--- config.mk ---
export PLATFORM = sky130hd
export DESIGN_NAME = cv32e40x_xif_aes_sequencer
export DESIGN_NICKNAME = d
export VERILOG_FILES = /design/src/rtl/cv32e40x_xif_aes_sequencer.sv
export SDC_FILE = /design/constraint.sdc
export NUM_CORES = 1
export LEC_CHECK = 0
export BUFFER_PORTS_ARGS = -buffer_cell sky130_fd_sc_hd__buf_2
export CORE_MARGIN = 2
export CORE_UTILIZATION = 35
export CTS_CLUSTER_DIAMETER = 60
export CTS_CLUSTER_SIZE = 12
export DETAILED_ROUTE_END_ITERATION = 10
export MAX_ROUTING_LAYER = met4
export SYNTH_ARGS = -nofsm -noshare
export SYNTH_HDL_FRONTEND = slang
export SYNTH_SLANG_ARGS = --single-unit
--- constraint.sdc ---
create_clock -name clk_i -period 8.54 [get_ports clk_i]
set_input_delay 2.562 -clock clk_i [delete_from_list [all_inputs] [get_ports clk_i]]
set_output_delay 2.562 -clock clk_i [all_outputs]
set_load 0.005 [all_outputs]
--- src/rtl/cv32e40x_xif_aes_sequencer.sv ---
`default_nettype none
// ============================================================================
// Module  : cv32e40x_xif_aes_sequencer
// Brief   : In-order commit/kill scoreboard pairing AES32 FU results with XIF
//           issue/commit state and driving a one-entry XIF result register.
// Revision: 1.0
// ============================================================================
module cv32e40x_xif_aes_sequencer #(
   parameter int X_ID_WIDTH = 4,
   parameter int DEPTH      = 5
) (
   input  logic                         clk_i,
   input  logic                         rst_i,
   input  logic                         acc_valid_i,
   input  logic [X_ID_WIDTH-1:0]        acc_id_i,
   input  logic [4:0]                   acc_rd_i,
   output logic                         acc_ready_o,
   input  logic                         commit_valid_i,
   input  logic [X_ID_WIDTH-1:0]        commit_id_i,
   input  logic                         commit_kill_i,
   input  logic                         fu_valid_i,
   input  logic [X_ID_WIDTH-1:0]        fu_id_i,
   input  logic [31:0]                  fu_data_i,
   output logic                         fu_ready_o,
   output logic                         result_valid_o,
   output logic [X_ID_WIDTH-1:0]        result_id_o,
   output logic [4:0]                   result_rd_o,
   output logic [31:0]                  result_data_o,
   input  logic                         result_ready_i,
   output logic [$clog2(DEPTH+1)-1:0]   outstanding_o,
   output logic                         err_o
);

   localparam int C_PTR_W = $clog2(DEPTH);
   localparam int C_CNT_W = $clog2(DEPTH+1);

   typedef enum logic [1:0] {
      ST_FREE      = 2'b00,
      ST_PENDING   = 2'b01,
      ST_COMMITTED = 2'b10,
      ST_KILLED    = 2'b11
   } entry_st_e;

   entry_st_e               r_st [DEPTH];
   logic [X_ID_WIDTH-1:0]   r_id [DEPTH];
   logic [4:0]              r_rd [DEPTH];
   logic [C_PTR_W-1:0]      r_head;
   logic [C_PTR_W-1:0]      r_tail;
   logic [C_CNT_W-1:0]      r_count;

   logic                    r_result_valid;
   logic [X_ID_WIDTH-1:0]   r_result_id;
   logic [4:0]              r_result_rd;
   logic [31:0]             r_result_data;
   logic                    r_err;

   logic [DEPTH-1:0]        w_cam_hit;
   logic                    w_cam_found;
   logic [C_PTR_W-1:0]      w_cam_idx;
   entry_st_e               w_head_st;
   logic                    w_sb_empty;
   logic                    w_alloc;
   logic                    w_fu_ready;
   logic                    w_free;
   logic                    w_load;
   logic                    w_fu_err;

   function automatic logic [C_PTR_W-1:0] ptr_inc(input logic [C_PTR_W-1:0] p);
      return (p == C_PTR_W'(DEPTH-1)) ? '0 : p + 1'b1;
   endfunction

   // Only registered PENDING entries are searched, so a same-cycle allocation
   // (still FREE at the tail) can never match.
   genvar g;
   generate
      for (g = 0; g < DEPTH; g++) begin : g_cam
         assign w_cam_hit[g] = (r_st[g] == ST_PENDING) && (r_id[g] == commit_id_i);
      end
   endgenerate

   always_comb begin
      w_cam_found = 1'b0;
      w_cam_idx   = '0;
      for (int i = DEPTH-1; i >= 0; i--) begin
         if (w_cam_hit[i]) begin
            w_cam_found = 1'b1;
            w_cam_idx   = C_PTR_W'(i);
         end
      end
   end

   assign w_head_st   = r_st[r_head];
   assign w_sb_empty  = (r_count == '0);
   assign acc_ready_o = (r_count < C_CNT_W'(DEPTH)) && !rst_i;
   assign w_alloc     = acc_valid_i && acc_ready_o;

   always_comb begin
      w_fu_ready = 1'b0;
      w_free     = 1'b0;
      w_load     = 1'b0;
      w_fu_err   = 1'b0;
      if (fu_valid_i && !rst_i) begin
         if (w_sb_empty) begin
            w_fu_ready = 1'b1;
            w_fu_err   = 1'b1;
         end else begin
            case (w_head_st)
               ST_KILLED: begin
                  w_fu_ready = 1'b1;
                  w_free     = 1'b1;
               end
               ST_COMMITTED: begin
                  if (!r_result_valid || result_ready_i) begin
                     w_fu_ready = 1'b1;
                     w_free     = 1'b1;
                     w_load     = 1'b1;
                  end
               end
               default: ;
            endcase
            if (w_free && (fu_id_i != r_id[r_head])) begin
               w_fu_err = 1'b1;
            end
         end
      end
   end

   assign fu_ready_o = w_fu_ready;

   always_ff @(posedge clk_i) begin
      if (rst_i) begin
         for (int i = 0; i < DEPTH; i++) begin
            r_st[i] <= ST_FREE;
            r_id[i] <= '0;
            r_rd[i] <= '0;
         end
         r_head         <= '0;
         r_tail         <= '0;
         r_count        <= '0;
         r_result_valid <= 1'b0;
         r_result_id    <= '0;
         r_result_rd    <= '0;
         r_result_data  <= '0;
         r_err          <= 1'b0;
      end else begin
         // Commit target, freed head and allocated tail are always distinct:
         // the head is never PENDING and the tail is always FREE.
         if (commit_valid_i && w_cam_found) begin
            r_st[w_cam_idx] <= commit_kill_i ? ST_KILLED : ST_COMMITTED;
         end
         if (w_free) begin
            r_st[r_head] <= ST_FREE;
            r_head       <= ptr_inc(r_head);
         end
         if (w_alloc) begin
            r_st[r_tail] <= ST_PENDING;
            r_id[r_tail] <= acc_id_i;
            r_rd[r_tail] <= acc_rd_i;
            r_tail       <= ptr_inc(r_tail);
         end
         r_count <= r_count + C_CNT_W'(w_alloc) - C_CNT_W'(w_free);

         if (w_load) begin
            r_result_valid <= 1'b1;
            r_result_id    <= fu_id_i;
            r_result_rd    <= r_rd[r_head];
            r_result_data  <= fu_data_i;
         end else if (result_ready_i) begin
            r_result_valid <= 1'b0;
         end

         if ((commit_valid_i && !w_cam_found) || w_fu_err) begin
            r_err <= 1'b1;
         end
      end
   end

   assign result_valid_o = r_result_valid;
   assign result_id_o    = r_result_id;
   assign result_rd_o    = r_result_rd;
   assign result_data_o  = r_result_data;
   assign outstanding_o  = r_count;
   assign err_o          = r_err;

endmodule
`default_nettype wire

==> flow_summary.yaml <==
layout:
  nFillCells: 1644
  final_nets: 692
  drive_gt1_frac: 0.255
  synthToLayoutAreaGrowth_pct: 20.4
  multi_input_area_mm2: 0.00246
  n_antenna_cell: 0
  register_area_mm2: 0.00358
logic_synthesis:
  synth_edf_count: 72
  post_synth_num_cell_types: 54
  yosysWarnings: 0
  syn_inst: 526
  synth_area_per_cell_um2: 12.0
  synth_area_leader_cell: "edfxtp_1"
  synth_nets: 591
  synth-main-ff-cell: "edfxtp_1"
  ys_ff_latch: 143
  synthTopCellsByArea: "edfxtp_1 (34%), dfxtp_1 (22%), mux2i_1 (8.4%), mux4_2 (6.0%), and2_1 (4.4%)"
  synth_area_mm2: 0.00634
  async_flop_share: 0
  yosysSeqAreaShare: 0.566
  yosysTopAreaCellShare: 0.341
detailed_routing:
  dr_total_vias: 4383
  viasPerCell: 5.04
  antenna_left: 0
  post-route-drc-count: 0
  routed_wirelength_um: 15400
  first_pass_iters: 5
  post_drt_wl_per_cell_um: 17.7
  first_iter_violations: 316
timing:
  hold_slack_ns: 0.470
  grt_setup_unrepaired: "no"
  slew_viol_final: 0
  period_needed_ns: 6.08
  final.setup.tns_ns: 0
  finClkSkew_ns: 0.00616
  relSlewSlack: 0.312
  worst_pin_slew_ns: 1.03
  period_share: 0.711
  max_freq_mhz: 165
  final_hold_viol_count: 0
  setup_viol: 0
setup_path:
  path_max_fanout: 56
  startpoint_type: "input port"
  critPathRequiredTime_ns: 5.98
  end_kind: "output pin"
  crit_arrival_ns: 3.51
  regToRegSetupSlack_ns: 5.26
  worst-setup-path-type: "input port to output pin"
global_route:
  grtUsageTotal: 0.169
  grt_max_degree: 57
  gr-total-overflow: 0
  antenna_found_initial: 0
  grt_pass1_vias: 4489
  grt_pass1_wl_um: 24200
floorplanning:
  die_h_um: 139
  dieArea_mm2: 0.0192
  dieWidth_um: 139
  initial_core_util: 0.355
  rows: 49
  coreArea_mm2: 0.0178
  ios: 104
place:
  place.gp.congestion: 0.868
  hpwl_um: 10700
  io_buffers: 103
power:
  power.leakage_uw: 0.00327
  irDropWorstVdd_v: 0.0000968
  power_density_mw_per_mm2: 209
clock_network:
  cts_tree: "done"
  cts_hold_buf: 0
  numCtsBuffers: 17
  ctsResizeCount: 0
  clkSinkCount: 143
  cts_setup_buffers: 0
  insertion_delay_ns: 0.42
  clock_path_buffers: 2
  htreeDepth: 4
  root_buffer: "clkbuf_16"
  clk_pin_slew_worst_paths_ns: 0.06
flow_run:
  drv_cap: 0
outcome:
  status: "complete, no violations"
worst_hold_path:
  hold_class: "flip-flop to flip-flop"
## path summary, 6_finish.rpt
| path | startpoint | endpoint | cells after the start |
|---|---|---|---|
| worst max-delay path | rst_i | acc_ready_o | 4 |
| worst min-delay path | r_st[5][1] | r_st[5][1] | 1 |
| worst max register to register | flip-flop | outstanding_o[2] | 12 |
| worst min register to register | r_st[5][1] | r_st[5][1] | 1 |
## stage by stage
| step | worst slack [ns] | total power, µW | cells | util | area (µm²) |
|---|---|---|---|---|---|
| final | 2.46 | 1600 | 869 | 0.428 | 7630 |
| after detailed placement | 2.45 | 849 | 837 | 0.394 | 7030 |
| after floorplan | 2.82 | 808 | 526 | - | 6340 |
| after CTS | 2.45 | 1610 | 869 | 0.428 | 7630 |
| after global placement | 2.49 | 846 | 837 | 0.394 | 7030 |
| after global routing | 2.37 | 1650 | 869 | 0.428 | 7630 |
## logic make-up after synthesis
group	share of synthesized area
AND/OR/NAND/NOR	0.142
buffers and inverters	0.0454
multiplexers	0.144
XOR/XNOR	0.0221
AO/OA/AOI/OAI	0.0622
adder cells (fa/ha/maj)	0.0190
flip-flops	0.566
## registers in the layout, indices dropped and copies added (netlist names), 3 cells and up, named ones only
| name | count |
|---|---|
| result_data_o | 32 |
| result_rd_o | 5 |
| result_id_o | 4 |
| r_head | 3 |
| r_id | 32 |
| r_st | 16 |
| outstanding_o | 3 |
| r_rd | 40 |
| r_tail | 3 |
## power by group
group	total, µW	leakage, µW	switching, µW	internal [µW]
sequential	748	0.00128	10.4	737
clock	763	0.000291	277	485
combinational	86.3	0.00170	49.3	37.0
total	1600	0.00327	337	1260
## cell type report
type / instances / area share
Timing Repair Buffer: 110 / 0.0744
Multi-Input combinational cell: 322 / 0.323
Inverter: 33 / 0.0162
Clock inverter: 12 / 0.0220
Clock buffer: 20 / 0.0572
Sequential cell: 143 / 0.470
Tap cell: 229 / 0.0375
## per-layer routing
layer  part of all wire  GRT usage
met1               0.41      0.197
met2               0.50      0.285
met3              0.065     0.0432
met4              0.022     0.0585
met5                  0          -
## cell usage after synthesis (all sizes together), types with 2 or more instances
library cell / count
or2: 2
o31ai: 3
nor2b: 4
nand2b: 4
o21bai: 3
a211oi: 6
mux2i: 53
mux4: 17
a311o: 3
a21oi: 20
a222oi: 2
a22oi: 2
dfxtp: 71
or3: 2
buf: 11
o21ai: 5
nor2: 57
nor4: 5
nor3: 12
xnor2: 11
o22ai: 3
and2: 46
nand3b: 3
o41ai: 2
clkbuf: 17
ha: 8
nand3: 3
xor2: 5
inv: 32
edfxtp: 72
nand2: 23
o2111ai: 3
and4b: 3
## placed cells by master, fill, tap and decap left out, types with 12 or more instances in the layout
cell type | Yosys | final
nor3_1 | 12 | 12
buf_2 | 4 | 103
nor2_1 | 57 | 57
mux4_2 | 17 | 17
edfxtp_1 | 72 | 72
a21oi_1 | 20 | 20
clkbuf_16 | 0 | 17
dfxtp_1 | 71 | 71
and2_1 | 45 | 45
nand2_1 | 22 | 22
mux2i_1 | 53 | 53
inv_1 | 30 | 30
## worst max-delay path, stage by stage
cell and delay, ns:
buf_2 0.15, buf_4 0.50, a211oi_2 0.11, buf_2 0.16
(Power assumes the default switching activity.)
